<file path="src/rtl/lsu_ctrl.sv">
`default_nettype none
// +--------------------------------------------------------------------------+
// | Module      : lsu_ctrl                                                   |
// | Description : Multi-cycle load/store unit. Accepts one load or store per |
// |               valid/ready handshake and drives a byte-addressed data     |
// |               memory with combinational read data. It returns a sign- or |
// |               zero-extended load result with a one-cycle response pulse. |
// | Option      : `define LSU_MISALIGN_SPLIT_EN to complete misaligned H/W   |
// |               accesses as byte sequences. When it is undefined, those    |
// |               accesses respond with rsp_err and touch no memory.         |
// | Ports       : clk, rst_n (async, active-low)                             |
// |               req_valid/req_ready/req_we/req_funct3/req_addr/req_wdata   |
// |               rsp_valid/rsp_err/rsp_rdata                                |
// |               dm_wr/dm_ctrl/dm_addr/dm_wdata (out), dm_rdata (in)        |
// | Revision    : 1.0  initial release                                       |
// +--------------------------------------------------------------------------+
module lsu_ctrl (
    input  logic        clk,
    input  logic        rst_n,
    input  logic        req_valid,
    output logic        req_ready,
    input  logic        req_we,
    input  logic [2:0]  req_funct3,
    input  logic [31:0] req_addr,
    input  logic [31:0] req_wdata,
    output logic        rsp_valid,
    output logic        rsp_err,
    output logic [31:0] rsp_rdata,
    output logic        dm_wr,
    output logic [2:0]  dm_ctrl,
    output logic [31:0] dm_addr,
    output logic [31:0] dm_wdata,
    input  logic [31:0] dm_rdata
);

    localparam logic [1:0] S_IDLE   = 2'd0;
    localparam logic [1:0] S_ACCESS = 2'd1;
`ifdef LSU_MISALIGN_SPLIT_EN
    localparam logic [1:0] S_SPLIT  = 2'd2;
`endif
    localparam logic [1:0] S_RESP   = 2'd3;

    logic [1:0]  r_state;
    logic [1:0]  w_next;
    logic        r_we;
    logic [2:0]  r_funct3;
    logic [31:0] r_addr;
    logic [31:0] r_wdata;
    logic        w_illegal;
    logic        w_misaligned;
    logic        w_accept;
    logic        w_reject;

`ifdef LSU_MISALIGN_SPLIT_EN
    logic [1:0]  r_k;
    logic [23:0] r_asm;
    logic        w_split_last;
    logic [31:0] w_split_data;
`endif

    // Request classification: only funct3 values that name a real access
    // for the given direction are legal; alignment is judged on the size.
    always_comb begin
        w_illegal = 1'b1;
        case (req_funct3)
            3'b000, 3'b001, 3'b010: w_illegal = 1'b0;
            3'b100, 3'b101:         w_illegal = req_we;
            default:                w_illegal = 1'b1;
        endcase
        w_misaligned = ((req_funct3[1:0] == 2'b01) && req_addr[0]) ||
                       ((req_funct3[1:0] == 2'b10) && (req_addr[1:0] != 2'b00));
    end

    assign w_accept = (r_state == S_IDLE) && req_valid;
`ifdef LSU_MISALIGN_SPLIT_EN
    assign w_reject = w_illegal;
`else
    assign w_reject = w_illegal || w_misaligned;
`endif

`ifdef LSU_MISALIGN_SPLIT_EN
    // Halfword ends after byte 1, word after byte 3.
    assign w_split_last = (r_funct3[1:0] == 2'b01) ? (r_k == 2'd1) : (r_k == 2'd3);

    // Final assembly uses the byte arriving this cycle plus the bytes
    // collected in earlier cycles.
    always_comb begin
        if (r_funct3[1:0] == 2'b01) begin
            w_split_data = {(r_funct3[2] ? 16'h0000 : {16{dm_rdata[7]}}),
                            dm_rdata[7:0], r_asm[7:0]};
        end else begin
            w_split_data = {dm_rdata[7:0], r_asm[23:0]};
        end
    end
`endif

    // State register
    always_ff @(posedge clk or negedge rst_n) begin
        if (!rst_n) begin
            r_state <= S_IDLE;
        end else begin
            r_state <= w_next;
        end
    end

    // Next-state logic
    always_comb begin
        w_next = S_IDLE;
        case (r_state)
            S_IDLE: begin
                if (!req_valid)     w_next = S_IDLE;
                else if (w_reject)  w_next = S_RESP;
`ifdef LSU_MISALIGN_SPLIT_EN
                else if (w_misaligned) w_next = S_SPLIT;
`endif
                else                w_next = S_ACCESS;
            end
            S_ACCESS: w_next = S_RESP;
`ifdef LSU_MISALIGN_SPLIT_EN
            S_SPLIT:  w_next = w_split_last ? S_RESP : S_SPLIT;
`endif
            S_RESP:   w_next = S_IDLE;
            default:  w_next = S_IDLE;
        endcase
    end

    // Output logic; memory lines are idle (all zero) outside access states
    // so a reset drops dm_wr without waiting for a clock.
    always_comb begin
        req_ready = (r_state == S_IDLE);
        rsp_valid = (r_state == S_RESP);
        dm_wr     = 1'b0;
        dm_ctrl   = 3'b000;
        dm_addr   = 32'h0;
        dm_wdata  = 32'h0;
        case (r_state)
            S_ACCESS: begin
                dm_wr    = r_we;
                dm_ctrl  = r_funct3;
                dm_addr  = r_addr;
                dm_wdata = r_wdata;
            end
`ifdef LSU_MISALIGN_SPLIT_EN
            S_SPLIT: begin
                dm_wr    = r_we;
                dm_ctrl  = r_we ? 3'b000 : 3'b100;
                dm_addr  = r_addr + {30'd0, r_k};
                case (r_k)
                    2'd0:    dm_wdata = {24'h0, r_wdata[7:0]};
                    2'd1:    dm_wdata = {24'h0, r_wdata[15:8]};
                    2'd2:    dm_wdata = {24'h0, r_wdata[23:16]};
                    default: dm_wdata = {24'h0, r_wdata[31:24]};
                endcase
            end
`endif
            default: ;
        endcase
    end

    // Request latch and response registers. Response fields are written
    // on the edge entering RESP and hold until the next response.
    always_ff @(posedge clk or negedge rst_n) begin
        if (!rst_n) begin
            r_we      <= 1'b0;
            r_funct3  <= 3'b000;
            r_addr    <= 32'h0;
            r_wdata   <= 32'h0;
            rsp_err   <= 1'b0;
            rsp_rdata <= 32'h0;
`ifdef LSU_MISALIGN_SPLIT_EN
            r_k       <= 2'd0;
            r_asm     <= 24'h0;
`endif
        end else begin
            if (w_accept) begin
                r_we     <= req_we;
                r_funct3 <= req_funct3;
                r_addr   <= req_addr;
                r_wdata  <= req_wdata;
`ifdef LSU_MISALIGN_SPLIT_EN
                r_k      <= 2'd0;
`endif
                if (w_reject) begin
                    rsp_err   <= 1'b1;
                    rsp_rdata <= 32'h0;
                end
            end
            if (r_state == S_ACCESS) begin
                rsp_err   <= 1'b0;
                rsp_rdata <= r_we ? 32'h0 : dm_rdata;
            end
`ifdef LSU_MISALIGN_SPLIT_EN
            if (r_state == S_SPLIT) begin
                r_k <= r_k + 2'd1;
                if (!r_we) begin
                    case (r_k)
                        2'd0:    r_asm[7:0]   <= dm_rdata[7:0];
                        2'd1:    r_asm[15:8]  <= dm_rdata[7:0];
                        default: r_asm[23:16] <= dm_rdata[7:0];
                    endcase
                end
                if (w_split_last) begin
                    rsp_err   <= 1'b0;
                    rsp_rdata <= r_we ? 32'h0 : w_split_data;
                end
            end
`endif
        end
    end

endmodule
`default_nettype wire

</file>
<file path="config.mk">
export PLATFORM = sky130hd
export DESIGN_NAME = lsu_ctrl
export DESIGN_NICKNAME = d
export VERILOG_FILES = /design/src/rtl/lsu_ctrl.sv
export SDC_FILE = /design/constraint.sdc
export NUM_CORES = 1
export LEC_CHECK = 0
export ABC_AREA = 0
export BUFFER_PORTS_ARGS = -buffer_cell sky130_fd_sc_hd__buf_2
export CAP_MARGIN = 30
export CORE_UTILIZATION = 46
export DETAILED_ROUTE_END_ITERATION = 8
export PLACE_DENSITY = 0.81
export SYNTH_ARGS = -nofsm -noshare
export SYNTH_HDL_FRONTEND = slang
export SYNTH_SLANG_ARGS = --single-unit
export TNS_END_PERCENT = 30
</file>
<file path="constraint.sdc">
create_clock -name clk -period 2.8 [get_ports clk]
set_clock_uncertainty 0.2 [all_clocks]
set_input_delay 0.84 -clock clk [delete_from_list [all_inputs] [get_ports clk]]
set_output_delay 0.84 -clock clk [all_outputs]
set_load 0.005 [all_outputs]
</file>
* After elaboration in Yosys (flattened, before gate mapping) *
Index checks and enable logic that the tools add are counted.
W data, S select, Z words.

word-level totals
  memory bits (read-only) = 0
  RAM bits = 0
  logic and storage cells = 43
  register bits after elaboration = 103
  memories = 0
  latch bits = 0
  output and inout port bits = 103
  input bits = 103

cells by class
  add/subtract/negate cells = 0
  $mul = 0
  bitwise logic cells = 0
  multiplexer cells = 15
  div/mod/pow operators = 0
  shift operators = 0
  equal/unequal tests = 8
  magnitude comparators = 0
  reductions and logical operators = 13

operator list
  cell                  count
  $mux W32              6
  $eq A3 B3 Y1 const B  2
  $reduce_bool A2 Y1    3
  $eq A2 B1 Y1 const B  2
  $eq A2 B2 Y1 const B  2
  $mux W1               4
  $mux W2               2
  $pmux W2 S2           1
  $eq A3 B1 Y1 const B  1
  $eq A3 B2 Y1 const B  1
  $logic_and A1 B1 Y1   3
  $logic_not A3 Y1      1
  $mux W3               1
  $reduce_or A3 Y1      1
  $logic_not A2 Y1      1
  $logic_or A1 B1 Y1    2
  $pmux W1 S2           1
  $reduce_and A2 Y1     1
  $reduce_or A2 Y1      1

* Depth between registers and ports, before layout *
  depth in word-level cells = 7
  mapped depth = 5
  mapped depth without buffers = 3

* Worst setup path before layout *
No wires, ideal clock.

  path type = in2reg
  from = input req_valid
  to = register rsp_rdata[10]
  data arrival time = 2.035 ns
  slack = 0.444 ns
  buffers on the path = 2
  stages on the path = 5
  data required time = 2.479 ns
  setup time = 0.121 ns
  path through = or3b_1 > buf_2 > o31a_4 > buf_6 > a22o_1

between the ends
  word-level cells in the longest chain between the ends = 3

RTL lines
  item                          RTL line  source
  start, declared               20        input logic req_valid,
  $logic_and A1 B1 Y1           74        assign w_accept = (r_state == S_IDLE) && req_valid;
  $reduce_bool A2 Y1 (no line)  --
  $reduce_and A2 Y1 (no line)   --
  end signal, assigned          190       rsp_rdata <= r_we ? 32'h0 : dm_rdata;
  end, declared                 28        output logic [31:0] rsp_rdata,

No other way between the ends.
A chain may end at the register's enable or synchronous reset.

* Worst setup path after layout *
  from = register r_state[0]
  to = output dm_wr

between the ends
  word-level cells in the longest chain between the ends = 2

RTL lines
  item                    RTL line  source
  start, declared         43        logic [1:0] r_state;
  start signal, assigned  102       r_state <= w_next;
  $eq A2 B1 Y1            136       case (r_state)
  $mux W1                 136
  end, declared           29        output logic dm_wr,

No other way between the ends.

==> results by group <==
Worst setup path
  – Worst R2R End: rsp_rdata[16]$_DFFE_PN0P_
  – Worst R2R Path Depth: 3
  – Crit-path max FO: slightly above 40
  – Crit path launch type: register
  – Critical path capture point type: primary output
  – CP required: 1.76 ns
  – Reg-to-reg startpoint: r_state[1]$_DFF_PN0_
  – Critical path type: reg2out
  – CP startpoint: r_state[0]$_DFF_PN0_
  – Worst R2R Setup Slack: about 0.79 ns
  – CP Data Arrival Time: approximately 1.5 ns

Timing
  – Crit share post-route: 0.921
  – Setup TNS Final: 0 ns
  – Fmax: between 0.3 and 0.4 GHz
  – RSZ-0062 raised after global routing: false
  – Final worst setup slack: around 0.22 ns
  – Crit path time final: 2.58 ns
  – Max-slew violations: 0
  – Worst slew pin tran: 0.428 ns
  – Setup Viol. Count Final: 0
  – Relative slew margins: 0.714
  – Hold Violations, Final: 0

Status
  – Status: finished with violations
  – Failing checks: design-rule violations

Synthesis
  – Synth warnings: 0
  – Mux contribution to synthesized area: 0.180
  – Synth top area cells: dfrtp_1 (61%), mux2_2 (18%), and2_1 (10%)
  – Post-synthesis xor/xnor area fraction: 0
  – Synth top area share: 0.607
  – Yosys cell types: 17
  – Largest family of logic cells by synthesized area: multiplexers
  – Area leader, netlist: dfrtp_1
  – Compound-Gate Fraction of Synth Area: 0.0722
  – Avg Inst Size Synth: 13.8 sq um
  – Synth Cell Area: between 4000 and 5000 sq um
  – #FFs+latches synth: around 100
  – Synth Area in Simple Gates: 0.115
  – Post-synth net total: a little over 400
  – Register area share after synthesis: 0.607
  – Synth Area in Adders: 0
  – Post-Synthesis Cells: 307

Placement
  – Post-DP HPWL: about 6700 um
  – I/O Buffers: ~200
  – Final Wtd Congestion: 0.747
  – Placed cell count: roughly 600
  – DP Worst Slack: between 0.3 and 0.4 ns

Floorplan
  – Core area: slightly below 9000 sq um
  – Num rows: 34
  – Ports: 206
  – Die Wd: between 90 and 100 um
  – Die Y: 98.1 um
  – Die area: between 9000 and 10000 sq um
  – Initial Util: 0.480

Clocking
  – H-tree levels: 3
  – Clock root cell: clkbuf_8
  – Setup Fix Bufs, Post-CTS: 0
  – CTS tree: yes
  – CTS Buffer Depth: 2
  – TritonCTS Buffers: 9
  – Clk Latency, worst-skew pair: approximately 0.35 ns
  – # resized after CTS: 0
  – CTS clk-pin slew, worst paths: around 0.1 ns
  – Hold buffers post-CTS: 0
  – TritonCTS Sinks: roughly 100

Global route
  – First-pass GRT wire length: between 15000 and 20000 um
  – Initial antenna violation count: 0
  – Total GRT Usage: 0.201
  – Pin count of the biggest net entering global routing: 70
  – Vias in the first global route: 3227
  – Gr ovfl total: 0

Layout
  – Area grow syn2layout: 31.6%
  – Commonest non-fill, non-tap cells in the layout: buf_2 (204), dfrtp_1 (103), and2_1 (69)
  – Layout cells sized above 1: 0.581
  – Antenna diodes: 0
  – Nets: between 600 and 700
  – Final non-filler cell total: 621
  – Most common cell after layout, fill and taps aside: buf_2

Drt
  – # DRC: 15
  – Total Wirelength: 9200 um
  – Via count: roughly 3100
  – Iteration-0 DRC count of the detailed router: 90
  – Drt pass-1 iters: 7
  – Final ANT Viol Nets: 0
  – Routed wire per std cell: 14.8 um
  – Vias per cell: 5.00

Power
  – Pleak: slightly below 0.003 uW
  – IR drop worst, VDD: around 0.00073 V
  – PwrDens: around 1000 nW/um^2
  – Total power: 5790 uW

Job
  – Max_cap viols: 0

Hold path
  – HP Class: in2async
==> cell usage after synthesis <==
| cell | number |
|---|---|
| dfrtp_1 | 103 |
| and2_1 | 69 |
| mux2_2 | 68 |
| a22o_1 | 32 |
| clkbuf_1 | 15 |
| nor2_1 | 4 |
| buf_2 | 3 |
| buf_6 | 3 |
| nand2_1 | 2 |
| a221oi_1 | 1 |
| inv_1 | 1 |
| nand2b_1 | 1 |
| nor2b_1 | 1 |
| nor4_1 | 1 |
| o31a_4 | 1 |
| or3_1 | 1 |
| or3b_1 | 1 |
==> final cells by class <==
cell class | count | area (sq um)
sequential | 103 | 2580
fill | 724 | 3260
multi-input combinational | 182 | 1570
timing repair buffer | 211 | 1100
tap | 108 | 135
clock buffer | 10 | 128
clock inverter | 6 | 67.6
inverter | 1 | 3.75
==> report_power, final <==
group          internal (uW)  switching [uW]  total [uW]  leakage (uW)
Sequential              2160             332        2490       0.00126
Clock                    419             500         919     0.0000933
Combinational           1360            1010        2380       0.00161
Total                   3940            1850        5790       0.00296
==> registers in the layout, indices dropped and copies added, names as in the netlist <==
name / cells
r_addr: 32
r_wdata: 32
rsp_rdata: 32
r_funct3: 3
r_state: 2
r_we: 1
rsp_err: 1
==> routing by layer <==
layer  share of wire  global-route usage
met1            0.41               0.247
met2            0.50               0.343
met3           0.081              0.0523
met4           0.014              0.0734
met5               0                   0
==> critical path: stages, from the launching register on <==
cell and delay [ns]:
dfrtp_1 0.45, nor2b_4 0.20, buf_6 0.23, and2_1 0.19
buf_2 0.12
==> logic make-up (layout without fill, tap and decap cells) <==
kind of cell / Yosys count / in the layout
simple gates: 80 / 80
buf+inv: 22 / 228
mux: 68 / 68
compound gates: 34 / 34
flops: 103 / 103
==> through the flow <==
stage                     hold slack [ns]   util  cell area [sq um]
after global placement              0.270  0.609               5390
final                               0.207  0.631               5590
after global routing                0.216  0.631               5590
after detailed placement            0.266  0.609               5390
after floorplan                     0.266      -               4250
after CTS                           0.206  0.631               5580
==> worst max path at each step <==
stage | endpoint | cells after the start
finish | dm_wr | 4
detailed placement | rsp_rdata[16]$_DFFE_PN0P_ | 4
global placement | rsp_rdata[1]$_DFFE_PN0P_ | 4
CTS | dm_wr | 4
global route | dm_wr | 4
floorplan | rsp_rdata[10]$_DFFE_PN0P_ | 5
(Power assumes the default switching activity.)
